<file path="config.mk">
export PLATFORM = sky130hd
export DESIGN_NAME = m2_job_ctrl_flat
export DESIGN_NICKNAME = d
export VERILOG_FILES = /design/src/rtl/m2_pkg.sv /design/src/rtl/m2_job_ctrl_if.sv /design/src/rtl/m2_res_reg.sv /design/src/rtl/m2_job_ctrl.sv /design/src/flat_wrapper.sv
export SDC_FILE = /design/constraint.sdc
export NUM_CORES = 1
export LEC_CHECK = 0
export CORE_ASPECT_RATIO = 1.5
export CORE_MARGIN = 4
export CORE_UTILIZATION = 55
export DETAILED_ROUTE_END_ITERATION = 10
export MAX_ROUTING_LAYER = met4
export PLACE_DENSITY = 0.92
export RECOVER_POWER = 50
export SETUP_SLACK_MARGIN = 0.1
export SLEW_MARGIN = 30
export SYNTH_ARGS = -nofsm -noshare
export SYNTH_HDL_FRONTEND = slang
export SYNTH_SLANG_ARGS = --single-unit
</file>
<file path="constraint.sdc">
create_clock -name clk_h -period 4.31 [get_ports clk_h]
set_input_delay 0.6465 -clock clk_h [delete_from_list [all_inputs] [get_ports clk_h]]
set_output_delay 0.6465 -clock clk_h [all_outputs]
set_load 0.01 [all_outputs]
</file>
<file path="src/rtl/m2_pkg.sv">
// m2_pkg: shared state encoding and constants for the m2 job sequencer
package m2_pkg;
    typedef enum logic [2:0] {IDLE, ARM, ISSUE, WAIT, DRAIN, DONE} state_t;
    localparam logic [3:0] HEADER_NONCE_WORD = 4'd3;
    localparam int HASH_PERIOD_DEF = 24;
    localparam int ARM_CYCLES_DEF = 2;
endpackage

</file>
<file path="src/rtl/m2_job_ctrl_if.sv">
// m2_job_ctrl_if: host job, core control and result signals of the m2 job sequencer
interface m2_job_ctrl_if #(parameter int HCNT_W = 32);
    import m2_pkg::*;
    logic              host_break;
    logic              job_valid;
    logic              job_ready;
    logic [31:0]       job_nonce_start;
    logic [31:0]       job_nonce_end;
    logic [31:0]       job_target;
    logic              start_stop;
    logic              go_m2;
    logic [31:0]       nonce;
    logic              nonce_wr;
    logic              hash_done;
    logic [31:0]       hash_word;
    logic              res_valid;
    logic              res_ready;
    logic [31:0]       res_nonce;
    logic              res_lost;
    logic              busy;
    logic              job_done;
    logic [HCNT_W-1:0] hash_count;
    modport slave (
        input  host_break, job_valid, job_nonce_start, job_nonce_end, job_target,
               hash_done, hash_word, res_ready,
        output job_ready, start_stop, go_m2, nonce, nonce_wr, res_valid, res_nonce,
               res_lost, busy, job_done, hash_count
    );
    modport master (
        output host_break, job_valid, job_nonce_start, job_nonce_end, job_target,
               hash_done, hash_word, res_ready,
        input  job_ready, start_stop, go_m2, nonce, nonce_wr, res_valid, res_nonce,
               res_lost, busy, job_done, hash_count
    );
endinterface

</file>
<file path="src/rtl/m2_res_reg.sv">
// m2_res_reg: one-entry valid/ready result holding register with sticky overflow flag
module m2_res_reg (
    input  logic        clk_h,
    input  logic        rst_n,
    input  logic        hit,
    input  logic [31:0] hit_nonce,
    input  logic        clr_lost,
    input  logic        ready,
    output logic        valid,
    output logic [31:0] nonce,
    output logic        lost
);
    logic        valid_q, valid_d, lost_q, lost_d, take;
    logic [31:0] nonce_q, nonce_d;
    always_comb begin
        take    = hit & (~valid_q | ready);
        valid_d = hit | (valid_q & ~ready);
        nonce_d = take ? hit_nonce : nonce_q;
        lost_d  = clr_lost ? 1'b0 : lost_q | (hit & ~take);
    end
    always_ff @(posedge clk_h) begin
        if (!rst_n) begin
            valid_q <= 1'b0;
            nonce_q <= '0;
            lost_q  <= 1'b0;
        end else begin
            valid_q <= valid_d;
            nonce_q <= nonce_d;
            lost_q  <= lost_d;
        end
    end
    assign valid = valid_q;
    assign nonce = nonce_q;
    assign lost  = lost_q;
endmodule

</file>
<file path="src/rtl/m2_job_ctrl.sv">
// m2_job_ctrl: nonce-range job sequencer driving the m2 core and collecting target hits
module m2_job_ctrl import m2_pkg::*; #(
    parameter int HASH_PERIOD = HASH_PERIOD_DEF,
    parameter int ARM_CYCLES  = ARM_CYCLES_DEF,
    parameter int HCNT_W      = 32
) (
    input logic         clk_h,
    input logic         rst_n,
    m2_job_ctrl_if.slave bus
);
    localparam int CNT_MAX = HASH_PERIOD > ARM_CYCLES ? HASH_PERIOD : ARM_CYCLES;
    localparam int CNT_W   = $clog2(CNT_MAX + 1);
    state_t            state_q, state_d;
    logic [CNT_W-1:0]  cnt_q, cnt_d;
    logic [31:0]       nonce_cur_q, nonce_cur_d, nonce_prev_q, nonce_prev_d;
    logic [31:0]       end_q, end_d, target_q, target_d;
    logic              inflight_q, inflight_d;
    logic [HCNT_W-1:0] hcnt_q, hcnt_d;
    logic              done_ev, hit, accept;
    always_comb begin
        state_d      = state_q;
        cnt_d        = cnt_q;
        nonce_cur_d  = nonce_cur_q;
        nonce_prev_d = nonce_prev_q;
        end_d        = end_q;
        target_d     = target_q;
        inflight_d   = inflight_q;
        hcnt_d       = hcnt_q;
        accept       = 1'b0;
        done_ev      = bus.hash_done & inflight_q;
        hit          = done_ev & (bus.hash_word <= target_q);
        if (done_ev) begin
            hcnt_d     = &hcnt_q ? hcnt_q : hcnt_q + 1'b1;
            inflight_d = 1'b0;
        end
        case (state_q)
            IDLE: if (bus.job_valid & ~bus.host_break) begin
                accept      = 1'b1;
                end_d       = bus.job_nonce_end;
                target_d    = bus.job_target;
                nonce_cur_d = bus.job_nonce_start;
                hcnt_d      = '0;
                cnt_d       = CNT_W'(ARM_CYCLES);
                state_d     = ARM;
            end
            ARM, WAIT: begin
                cnt_d   = cnt_q - 1'b1;
                state_d = cnt_q == CNT_W'(1) ? ISSUE : state_q;
            end
            ISSUE: begin
                inflight_d   = 1'b1;
                nonce_prev_d = nonce_cur_q;
                cnt_d        = CNT_W'(HASH_PERIOD - 1);
                // >= also covers start > end as a single launch, and never wraps past end
                state_d      = nonce_cur_q >= end_q ? DRAIN : WAIT;
                nonce_cur_d  = nonce_cur_q >= end_q ? nonce_cur_q : nonce_cur_q + 1'b1;
            end
            DRAIN: begin
                cnt_d   = cnt_q - 1'b1;
                state_d = (done_ev || cnt_q == '0) ? DONE : DRAIN;
            end
            default: state_d = IDLE;
        endcase
        if (bus.host_break) begin
            state_d    = IDLE;
            inflight_d = 1'b0;
        end
    end
    always_ff @(posedge clk_h) begin
        if (!rst_n) begin
            state_q      <= IDLE;
            cnt_q        <= '0;
            nonce_cur_q  <= '0;
            nonce_prev_q <= '0;
            end_q        <= '0;
            target_q     <= '0;
            inflight_q   <= 1'b0;
            hcnt_q       <= '0;
        end else begin
            state_q      <= state_d;
            cnt_q        <= cnt_d;
            nonce_cur_q  <= nonce_cur_d;
            nonce_prev_q <= nonce_prev_d;
            end_q        <= end_d;
            target_q     <= target_d;
            inflight_q   <= inflight_d;
            hcnt_q       <= hcnt_d;
        end
    end
    m2_res_reg u_res (
        .clk_h     (clk_h),
        .rst_n     (rst_n),
        .hit       (hit),
        .hit_nonce (nonce_prev_q),
        .clr_lost  (accept),
        .ready     (bus.res_ready),
        .valid     (bus.res_valid),
        .nonce     (bus.res_nonce),
        .lost      (bus.res_lost)
    );
    assign bus.job_ready  = state_q == IDLE;
    assign bus.busy       = state_q != IDLE;
    assign bus.start_stop = state_q != IDLE && state_q != DONE;
    assign bus.go_m2      = state_q == ISSUE;
    assign bus.nonce_wr   = state_q == ISSUE;
    assign bus.nonce      = state_q == ISSUE ? nonce_cur_q : '0;
    assign bus.job_done   = state_q == DONE;
    assign bus.hash_count = hcnt_q;
endmodule
</file>
<file path="src/flat_wrapper.sv">
// flat-port wrapper written by rule: the top's interface ports become plain ports
module m2_job_ctrl_flat import m2_pkg::*;
#(
    parameter int HASH_PERIOD = HASH_PERIOD_DEF,
    parameter int ARM_CYCLES  = ARM_CYCLES_DEF,
    parameter int HCNT_W      = 32
)
  (clk_h, rst_n, bus_host_break, bus_job_valid, bus_job_nonce_start, bus_job_nonce_end, bus_job_target, bus_hash_done, bus_hash_word, bus_res_ready, bus_job_ready, bus_start_stop, bus_go_m2, bus_nonce, bus_nonce_wr, bus_res_valid, bus_res_nonce, bus_res_lost, bus_busy, bus_job_done, bus_hash_count);
  m2_job_ctrl_if #(.HCNT_W(HCNT_W)) bus_i ();
  input logic clk_h;
  input logic rst_n;
  input wire logic [$bits(bus_i.host_break)-1:0] bus_host_break;
  input wire logic [$bits(bus_i.job_valid)-1:0] bus_job_valid;
  input wire logic [$bits(bus_i.job_nonce_start)-1:0] bus_job_nonce_start;
  input wire logic [$bits(bus_i.job_nonce_end)-1:0] bus_job_nonce_end;
  input wire logic [$bits(bus_i.job_target)-1:0] bus_job_target;
  input wire logic [$bits(bus_i.hash_done)-1:0] bus_hash_done;
  input wire logic [$bits(bus_i.hash_word)-1:0] bus_hash_word;
  input wire logic [$bits(bus_i.res_ready)-1:0] bus_res_ready;
  output wire logic [$bits(bus_i.job_ready)-1:0] bus_job_ready;
  output wire logic [$bits(bus_i.start_stop)-1:0] bus_start_stop;
  output wire logic [$bits(bus_i.go_m2)-1:0] bus_go_m2;
  output wire logic [$bits(bus_i.nonce)-1:0] bus_nonce;
  output wire logic [$bits(bus_i.nonce_wr)-1:0] bus_nonce_wr;
  output wire logic [$bits(bus_i.res_valid)-1:0] bus_res_valid;
  output wire logic [$bits(bus_i.res_nonce)-1:0] bus_res_nonce;
  output wire logic [$bits(bus_i.res_lost)-1:0] bus_res_lost;
  output wire logic [$bits(bus_i.busy)-1:0] bus_busy;
  output wire logic [$bits(bus_i.job_done)-1:0] bus_job_done;
  output wire logic [$bits(bus_i.hash_count)-1:0] bus_hash_count;
  assign bus_i.host_break = bus_host_break;
  assign bus_i.job_valid = bus_job_valid;
  assign bus_i.job_nonce_start = bus_job_nonce_start;
  assign bus_i.job_nonce_end = bus_job_nonce_end;
  assign bus_i.job_target = bus_job_target;
  assign bus_i.hash_done = bus_hash_done;
  assign bus_i.hash_word = bus_hash_word;
  assign bus_i.res_ready = bus_res_ready;
  assign bus_job_ready = bus_i.job_ready;
  assign bus_start_stop = bus_i.start_stop;
  assign bus_go_m2 = bus_i.go_m2;
  assign bus_nonce = bus_i.nonce;
  assign bus_nonce_wr = bus_i.nonce_wr;
  assign bus_res_valid = bus_i.res_valid;
  assign bus_res_nonce = bus_i.res_nonce;
  assign bus_res_lost = bus_i.res_lost;
  assign bus_busy = bus_i.busy;
  assign bus_job_done = bus_i.job_done;
  assign bus_hash_count = bus_i.hash_count;
  m2_job_ctrl #(.HASH_PERIOD(HASH_PERIOD), .ARM_CYCLES(ARM_CYCLES), .HCNT_W(HCNT_W)) u_core (.clk_h(clk_h), .rst_n(rst_n), .bus(bus_i));
endmodule
</file>
==> summary.txt <==
CTS
  • CTS Root Cell: clkbuf_16
  • Max H-tree Level: 1
  • TritonCTS clock tree: yes
  • Sink Count: 203
  • Hold-fix buffers, CTS: 0
  • # resized after CTS: 0
  • Skew-Pair Late Insertion Delay: 0.50 ns
  • Num CTS Buffers: 21
  • Clock transition at path regs: 0.06 ns
  • Post-CTS setup repair buffer count: 0
  • CTS Buffer Depth: 3

Die
  • Initial Util: 0.5658
  • Die area: 0.02091 mm2
  • Core Area: ~0.018 mm2
  • IO Count: 238
  • Die height: approximately 180 um
  • FP Rows: 60
  • Width of the chip: between 100 and 150 um

Final layout
  • Area Growth Syn to Fin: 30.98%
  • # diodes: 0
  • Most frequent cells in the layout: nand2_1, dfxtp_1, a21oi_1
  • Area of the multi-input gates: 0.005492 mm2
  • Final non-filler cell total: 1791
  • Most common cell after layout, fill and taps aside: nand2_1
  • Share of layout cells above drive strength 1: 0.04601
  • Final net count: 1731
  • Fill count: 1342
  • FF/Latch Area: 0.004064 mm2

Synthesis
  • Cells after Synth: 1327
  • Number of flops mapped to enable cells by yosys: 0
  • Top post-synthesis cells by area: dfxtp_1, nand2_1, a21oi_1
  • Synth Area in Simple Gates: 0.2326
  • Synth Cell Area: between 0.01 and 0.015 mm2
  • Syn Area/Cell: 7.715 um2
  • Cell variety after synth: 63
  • Mapped Nets: 1529
  • Async SR Flop Fraction: 0
  • Main flop type after synthesis: dfxtp_1
  • Sequential area share after synthesis: 0.3970
  • Ys Warns: 0
  • Synth Area in XOR/XNOR: 0.02481
  • Area share of fa/ha/maj cells after synthesis: 0.08311
  • Flops & latches, synth: 203
  • Yosys top cell area share: 0.3970
  • Cell taking the most area after synthesis: dfxtp_1
  • Compound-Gate Fraction of Synth Area: 0.1611
  • Mux share of post-synthesis cell area: 0.03337
  • Main combinational cell family by area after synthesis: simple AND/OR/NAND/NOR gates

Timing
  • Pins Over Slew Limit: ~160
  • Hold_ws: 0.4516 ns
  • Final setup viols: 0
  • Skew final: 0.02043 ns
  • Slew @ Worst Pin: approximately 1.8 ns
  • Final worst setup slack: between 0.9 and 1 ns
  • Relative slew slack: -0.1831
  • Fmax: 0.3012 GHz
  • Fin crit share: 0.7704
  • Setup TNS: 0 ns
  • Final Hold Vio Count: 0
  • Tmin final: 3.320 ns
  • Unrepaired setup endpoints after global routing: false

Routing
  • Drt wl/cell: 16.93 um
  • Remaining DRCs: 0
  • Drt via density: slightly below 6
  • DR vias: 10370
  • Total Wirelength: just over 30 mm
  • TritonRoute pass-1 iters: 5
  • 1st-iter DRT viols: 1074
  • DRT antenna net count: 0

Critical path
  • Crit path largest cell delay: 0.55 ns
  • Crit path depth: 7
  • Crit-path max FO: 64
  • CP Class: flip-flop to primary output
  • Buf+Inv Stages, Crit Path: 4
  • Critical Path AT: 2.67 ns
  • Worst Path Required: approximately 3.7 ns
  • Nature of the critical path endpoint: primary output
  • CP delay by family, top: buffers and inverters
  • Startpoint types: flip-flop
  • Worst Reg2Reg Path Length in Cells: 8
  • Crit-path slowest cell: clkdlybuf4s50_1
  • Most Frequent Cell on Critical Path: nand2_1
  • CP cell instances: nor2_1 > nand2_1 > clkinv_1 > buf_4 > nand2_1 > inv_1 > clkdlybuf4s50_1

Min path
  • Hold Path Class: flip-flop to flip-flop
  • Hold Path Cell Cnt: 2

Global route
  • First-pass GRT wire length: just under 50 mm
  • Initial antenna violation count: 0
  • Most congested layer reported by global routing: met2
  • GRT met1 Usage: 0.2910
  • Met3 track demand over resource: 0.03206
  • Vias in the first global route: 10100
  • Met2 Usage GRT: 0.5221
  • Total grt overflow: 0
  • Largest net degree at the start of global routing: just under 90
  • GRT Overall Usage: 0.2850

Placement
  • Placed cells: 1754
  • GP Congestion: 0.9072
  • Post-DP HPWL: around 22 mm
  • Pre-CTS setup slack: 0.8460 ns
  • PortBufs: between 200 and 250

Power and ir drop
  • Maximum vdd drop: ~0.35 mV
  • P_leak: 5.319 nW
  • Pwr per Cell Area: 325.6 mW/mm2

Run status
  • Failing checks: capacitance limit, slew limit
  • Status: complete, but fails checks

Job
  • Max Cap Viol: 2
layer usage:
| layer | share of wire | routed length, um | vias up |
|---|---|---|---|
| met1 | 0.35 | 10560 | 4856 |
| met3 | 0.061 | 1846 | 149 |
| met5 | 0 | 0 | - |
| li1 | - | - | 4881 |
| met4 | 0.070 | 2125 | 0 |
| met2 | 0.52 | 15780 | 488 |
area by class of cell:
class / count / area share
Clock buffer: 31 / 0.04572
Tap cell: 248 / 0.02314
Sequential cell: 203 / 0.3031
Inverter: 112 / 0.03145
Timing Repair Buffer: 248 / 0.1825
Multi-Input combinational cell: 943 / 0.4095
Clock inverter: 6 / 0.004572
worst paths after layout:
check	slack, ns	to	startpoint
min reg2reg	0.45	u_core.u_res.nonce[28]	u_core.nonce_prev_q[28]
min	0.45	u_core.u_res.nonce[28]	u_core.nonce_prev_q[28]
max	0.99	bus_nonce[31]	u_core.state_q[2]
max reg2reg	1.00	u_core.nonce_cur_q[0]	u_core.state_q[2]
report_power, final:
group / internal, W / total, W / switching, W
clock network: 0.00105 / 0.00179 / 0.000749
registers: 0.00194 / 0.00200 / 0.0000667
logic: 0.000274 / 0.000569 / 0.000296
Yosys cell counts, drive strengths merged, types with 4 or more instances:
library cell / number
nand2b: 5
ha: 68
nor2: 58
nand3: 32
xor2: 14
xnor2: 15
nor3: 23
and3: 9
nor4: 6
a31oi: 8
nand4: 23
dfxtp: 203
or3: 10
clkbuf: 51
o32ai: 7
a21oi: 172
and4: 7
nor2b: 9
a21o: 5
a211oi: 5
nand2: 337
mux2i: 33
o21a: 6
buf: 18
o22ai: 4
o221a: 4
inv: 111
o211a: 4
o21ai: 36
o31ai: 8
tightest hold or removal path: cells and delay by family (launching register included):
kind             cells  cell delay, ns
and+or+nand+nor      1            0.05
muxes                1            0.06
DFF                  1            0.31
cell families (layout without fill, tap and decap cells):
group / Yosys count / after routing
DFF: 203 / 203
adders and majority gates: 68 / 68
buffers and inverters: 181 / 397
xor gates and xnor gates: 29 / 29
and+or+nand+nor: 530 / 530
AOI/OAI and AO/OA: 282 / 282
muxes: 34 / 34
through the flow:
step	total power, W	util	area (um2)
floorplan	0.002350	-	10240
global placement	0.002567	0.7042	12740
detailed placement	0.002596	0.7042	12740
CTS	0.004376	0.7415	13420
global route	0.004519	0.7411	13410
finish	0.004366	0.7411	13410
sequential cells by signal, summed over array words and instances (netlist names):
signal	count
u_core.state_q	3
u_core.u_res.nonce	32
u_core.u_res.valid	1
u_core.bus.hash_count	32
u_core.cnt_q	5
u_core.nonce_cur_q	32
u_core.nonce_prev_q	32
u_core.end_q	32
u_core.target_q	32
u_core.u_res.lost	1
u_core.inflight_q	1
Power figures use the tool's default switching activity.
==> variant 1, RTL diff (same settings) <==
`HCNT_W` is set to 32 in 3 places; all go to 24.
--- a/src/rtl/m2_job_ctrl_if.sv
+++ b/src/rtl/m2_job_ctrl_if.sv
@@ -1,3 +1,3 @@
 // m2_job_ctrl_if: host job, core control and result signals of the m2 job sequencer
-interface m2_job_ctrl_if #(parameter int HCNT_W = 32);
+interface m2_job_ctrl_if #(parameter int HCNT_W = 24);
     import m2_pkg::*;
--- a/src/rtl/m2_job_ctrl.sv
+++ b/src/rtl/m2_job_ctrl.sv
@@ -4,3 +4,3 @@
     parameter int ARM_CYCLES  = ARM_CYCLES_DEF,
-    parameter int HCNT_W      = 32
+    parameter int HCNT_W      = 24
 ) (
--- a/src/flat_wrapper.sv
+++ b/src/flat_wrapper.sv
@@ -5,3 +5,3 @@
     parameter int ARM_CYCLES  = ARM_CYCLES_DEF,
-    parameter int HCNT_W      = 32
+    parameter int HCNT_W      = 24
 )
Ports: changed (resized bus_hash_count); port bits go from 238 to 230. The function was not compared with the original's and may differ.
==> variant 1 against the unedited design <==
  * The flow still finishes with violations (max-capacitance violations, max-slew violations)
  * Wire length is 6.5% lower
  * Final area is 3.6% lower
  * Clock skew is 0.011 ns lower
  * Die area is 2.4% lower
  * Global-route usage is 0.75 points lower
  * Fmax is 12% lower
  * Non-clock buffer count is 6 lower
  * Total power is 7.6% lower
  * Critical endpoint is now u_core.nonce_cur_q[22]
  * Via count is 5.1% lower
  * Highest routed layer unchanged
  * Worst setup slack worse by 0.46 ns
  * Largest power group unchanged
  * Count of clock-buffer cells in the layout is 14 lower
  * Sequential cell count is 8 lower
  * Area after synthesis is 2.5% lower
  * Register-to-register slack worse by 0.47 ns
==> variant 1: results (changes against the unedited design) <==
- Hold path startpoint: u_core.u_res.lost (was u_core.nonce_prev_q[28])
- Sequential fraction of the synthesis area: 0.391 (was 0.397)
- Peak supply drop: 0.255 mV (was 0.353 mV)
- Drt pass-1 iters: 6 (was 5)
- Port bufs: 229 (was 237)
- Synth top cells by count: nand2_1, dfxtp_1, a21oi_1 (unchanged)
- Met3 WL: 1.56 mm (was 1.85 mm)
- R2R depth: 6 (was 8)
- Synth Net Count: 1505 (was 1529)
- Violated checks: max-capacitance violations, max-slew violations (unchanged)
- Wire length on met2: 14.8 mm (was 15.8 mm)
- CTS Buf Count: 17 (was 21)
- Max-slew violation count: 85 (was 162)
- Largest net degree at the start of global routing: 91 (was 87)
- Rel. slew slack: -0.142 (was -0.183)
- Hold Path Sink: u_core.u_res.lost (was u_core.u_res.nonce[28])
- Clk_lat worst skew: 0.44 ns (was 0.50 ns)
- Via Count: 9840 (was 10374)
- Post-synthesis mux area share: 0.0341 (was 0.0334)
- Number of nets in the finished design: 1693 (was 1731)
- H-tree depth reported by CTS: 4 (was 1)
- Clock Tree Buf Depth: 2 (was 3)
- R2r setup slk: 0.53 ns (was 1.00 ns)
- Top cells by area, synth: dfxtp_1, nand2_1, ha_1, a21oi_1, inv_1 (was dfxtp_1, nand2_1, a21oi_1, ha_1, inv_1)
- Max_cap viols: 2 (unchanged)
- First-pass GRT wire length: 45.5 mm (was 48.3 mm)
- Outcome: finished with violations (unchanged)
- Max stage delay on crit path: 1.14 ns (was 0.55 ns)
- Share of the synthesized area in the top cell type: 0.391 (was 0.397)
- DIE AREA: 20400 sq um (was 20900 sq um)
- M1 wire length: 10.3 mm (was 10.6 mm)
- Worst Skew: 0.00987 ns (was 0.0204 ns)
==> variant 1: changes by cell type after synthesis, sizes merged, moves of 4 or more <==
cell / unedited run / this run
a31oi: 8 / 1
xor2: 14 / 6
and2: 1 / 8
a22oi: 0 / 4
a21o: 5 / 14
nor2: 58 / 46
nand2: 337 / 329
nand3: 32 / 28
inv: 111 / 116
o21a: 6 / 2
dfxtp: 203 / 195
nor2b: 9 / 2
==> variant 1: final cells by class <==
type	count	area share
inverters	117	0.0341
clock inverters	15	0.0141
repair buffers	242	0.186
diodes	1	0.000194
multi-input cells	917	0.410
flip-flops and latches	195	0.302
well taps	217	0.0210
clock buffers	17	0.0329
==> variant 1: through the flow <==
stage / instance area [sq um] / setup slack, ns / hold slack [ns] / total power [uW] / instances
floorplan: 9980 / 1.64 / 0.436 / 2230 / 1302
global placement: 12300 / 0.774 / 0.433 / 2420 / 1686
detailed placement: 12300 / 0.708 / 0.440 / 2440 / 1686
CTS: 12900 / 0.653 / 0.450 / 4040 / 1718
global route: 12900 / 0.289 / 0.470 / 4190 / 1721
finish: 12900 / 0.530 / 0.449 / 4030 / 1721
==> variant 1: kinds of logic (layout without fill, tap and decap cells) <==
logic type | after synthesis | after routing
and+or+nand+nor | 505 | 505
other | 0 | 1
xor gates and xnor gates | 18 | 18
DFF | 195 | 195
adders and majority gates | 69 | 69
buffers and inverters | 190 | 391
muxes | 34 | 34
AOI/OAI and AO/OA | 291 | 291
==> variant 1: routing by layer <==
metal,vias up,global-route usage
met1,4514,0.278
met3,128,0.0432
met4,0,0.161
li1,4783,-
met5,-,-
met2,415,0.506
==> variant 1: where the power goes <==
part / total (uW) / internal (uW) / switching (uW)
Sequential: 1910 / 1850 / 58.3
Clock: 1620 / 839 / 784
Combinational: 501 / 252 / 249
==> variant 2, RTL diff (config.mk and constraints unchanged) <==
Made on the original files. Encoding of `state_t`: now one-hot (6 bits for 6 states).
--- a/src/rtl/m2_pkg.sv
+++ b/src/rtl/m2_pkg.sv
@@ -2,3 +2,3 @@
 package m2_pkg;
-    typedef enum logic [2:0] {IDLE, ARM, ISSUE, WAIT, DRAIN, DONE} state_t;
+    typedef enum logic [5:0] {IDLE = 6'b000001, ARM = 6'b000010, ISSUE = 6'b000100, WAIT = 6'b001000, DRAIN = 6'b010000, DONE = 6'b100000} state_t;
     localparam logic [3:0] HEADER_NONCE_WORD = 4'd3;
Behaviour: no difference found for any inputs over 4 cycles, from zero or initial values and one cycle with rst_n low; so few cycles prove little.
==> variant 2 against the unedited design <==
  * The flow still finishes with violations (max-capacitance violations, max-slew violations)
  * Total power increased by 5.5%
  * Worst setup slack got worse by 0.29 ns
  * Sequential cell count increased by 3
  * Final area increased by 1.9%
  * Register-to-register slack got worse by 0.30 ns
  * Wire length increased by 1.6%
  * Via count decreased by 1.1%
  * Area after synthesis increased by 2.0%
  * Critical path type is now reg -> reg
  * Highest routed layer unchanged
==> variant 2: results (changes against the unedited design) <==
- Max-slew violation count: 142 (was 162)
- Worst Skew: 0.00710 ns (was 0.0204 ns)
- Drt pass-1 iters: 6 (was 5)
- Distinct cells, synth: 73 (was 63)
- Largest net degree at the start of global routing: 93 (was 87)
- Number of nets in the finished design: 1728 (was 1731)
- Peak supply drop: 0.409 mV (was 0.353 mV)
- Layout fillers: 1441 (was 1342)
- Post-CTS Setup Bufs: 0 (unchanged)
- Port bufs: 237 (unchanged)
- Overall Global Routing Usage: 0.287 (was 0.285)
- Leakage: 0.00535 uW (was 0.00532 uW)
- Outcome: finished with violations (unchanged)
- Max FO, Critical Path: 32 (was 64)
- Via Count: 10260 (was 10374)
- First-pass GRT wire length: 49.1 mm (was 48.3 mm)
- Wire per inst: 17.2 um (was 16.9 um)
- Sequential fraction of the synthesis area: 0.395 (was 0.397)
- Top cells by area, synth: dfxtp_1, nand2_1, ha_1, a21oi_1, inv_1 (was dfxtp_1, nand2_1, a21oi_1, ha_1, inv_1)
- Max_cap viols: 2 (unchanged)
- DRT iter0 DRCs: 827 (was 1074)
- Sw Ratio: 0.235 (was 0.255)
- DP Area: 12900 sq um (was 12700 sq um)
- R2R depth: 8 (unchanged)
- Crit path DAT: 4.00 ns (was 2.67 ns)
- Rel. slew slack: -0.324 (was -0.183)
- Dpl hpwl: 22.1 mm (was 21.8 mm)
- Violated checks: max-capacitance violations, max-slew violations (unchanged)
- GP Congestion: 0.937 (was 0.907)
[variant 2: cell count changes after synthesis, sizes merged, moves of 6 or more]
cell,unedited run,this run
o21ai,36,30
xor2,14,25
nand2,337,326
nor4,6,13
inv,111,103
nand4,23,31
a21oi,172,157
and3,9,15
nor3,23,30
o311ai,0,12
xnor2,15,4
and2,1,10
nor2,58,52
or3,10,3
[variant 2: power groups by stage]
stage / registers, uW / logic (uW) / clock network [uW]
4_1_cts: 2000 / 489 / 2130
2_1_floorplan: 2020 / 278 / 0
3_3_place_gp: 2040 / 464 / 0
3_5_place_dp: 2040 / 483 / 0
5_1_grt: 2000 / 541 / 2220
6_report: 2000 / 491 / 2110
[variant 2: worst max-delay path: stages, from the launching register on]
cell and delay, ns:
dfxtp_1 0.33, nor4_1 0.42, nand3b_1 0.24, inv_1 0.17, nand2_1 0.60, nand2_1 0.24, clkbuf_1 1.05, nor3_1 0.20
a22o_1 0.25
[variant 2: stage by stage]
| step | setup slack, ns | hold WS, ns | util | std cells |
|---|---|---|---|---|
| after global placement | 0.563 | 0.441 | 0.691 | 1755 |
| after detailed placement | 0.508 | 0.447 | 0.691 | 1755 |
| after floorplan | 1.67 | 0.436 | - | 1326 |
| after CTS | 0.914 | 0.453 | 0.735 | 1793 |
| after global routing | 0.482 | 0.466 | 0.734 | 1793 |
| final | 0.704 | 0.453 | 0.734 | 1793 |
[variant 2: kinds of logic after synthesis]
| family | count (synthesis) | synth area share |
|---|---|---|
| muxes | 33 | 0.0316 |
| and+or+nand+nor | 558 | 0.248 |
| buffers and inverters | 175 | 0.0699 |
| AOI/OAI and AO/OA | 257 | 0.149 |
| xor gates and xnor gates | 29 | 0.0243 |
| adders and majority gates | 68 | 0.0815 |
| DFF | 206 | 0.395 |
[variant 2: final timing paths]
| check | start | to | slack [ns] |
|---|---|---|---|
| worst max-delay path | u_core.state_q[4] | u_core.u_res.lost | 0.70 |
| worst min-delay path | u_core.end_q[18] | u_core.end_q[18] | 0.45 |
| worst max register to register | u_core.state_q[4] | u_core.u_res.lost | 0.70 |
| worst min register to register | u_core.end_q[18] | u_core.end_q[18] | 0.45 |
[variant 2: layout make-up]
cell class / instances / area [sq um] / area share
clock buffer: 26 / 594 / 0.0435
clock inverter: 12 / 220 / 0.0161
inverter: 104 / 392 / 0.0287
multi-input combinational: 945 / 5590 / 0.409
sequential: 206 / 4120 / 0.302
tap: 252 / 315 / 0.0231
timing repair buffer: 248 / 2440 / 0.178
[variant 2: layer usage]
metal,vias to the layer above,share of wire,wire [um],track usage
li1,4929,-,-,-
met4,0,0.057,1750,0.156
met3,132,0.079,2440,0.0457
met5,-,0,0,-
met2,490,0.50,15400,0.494
met1,4709,0.36,11200,0.315
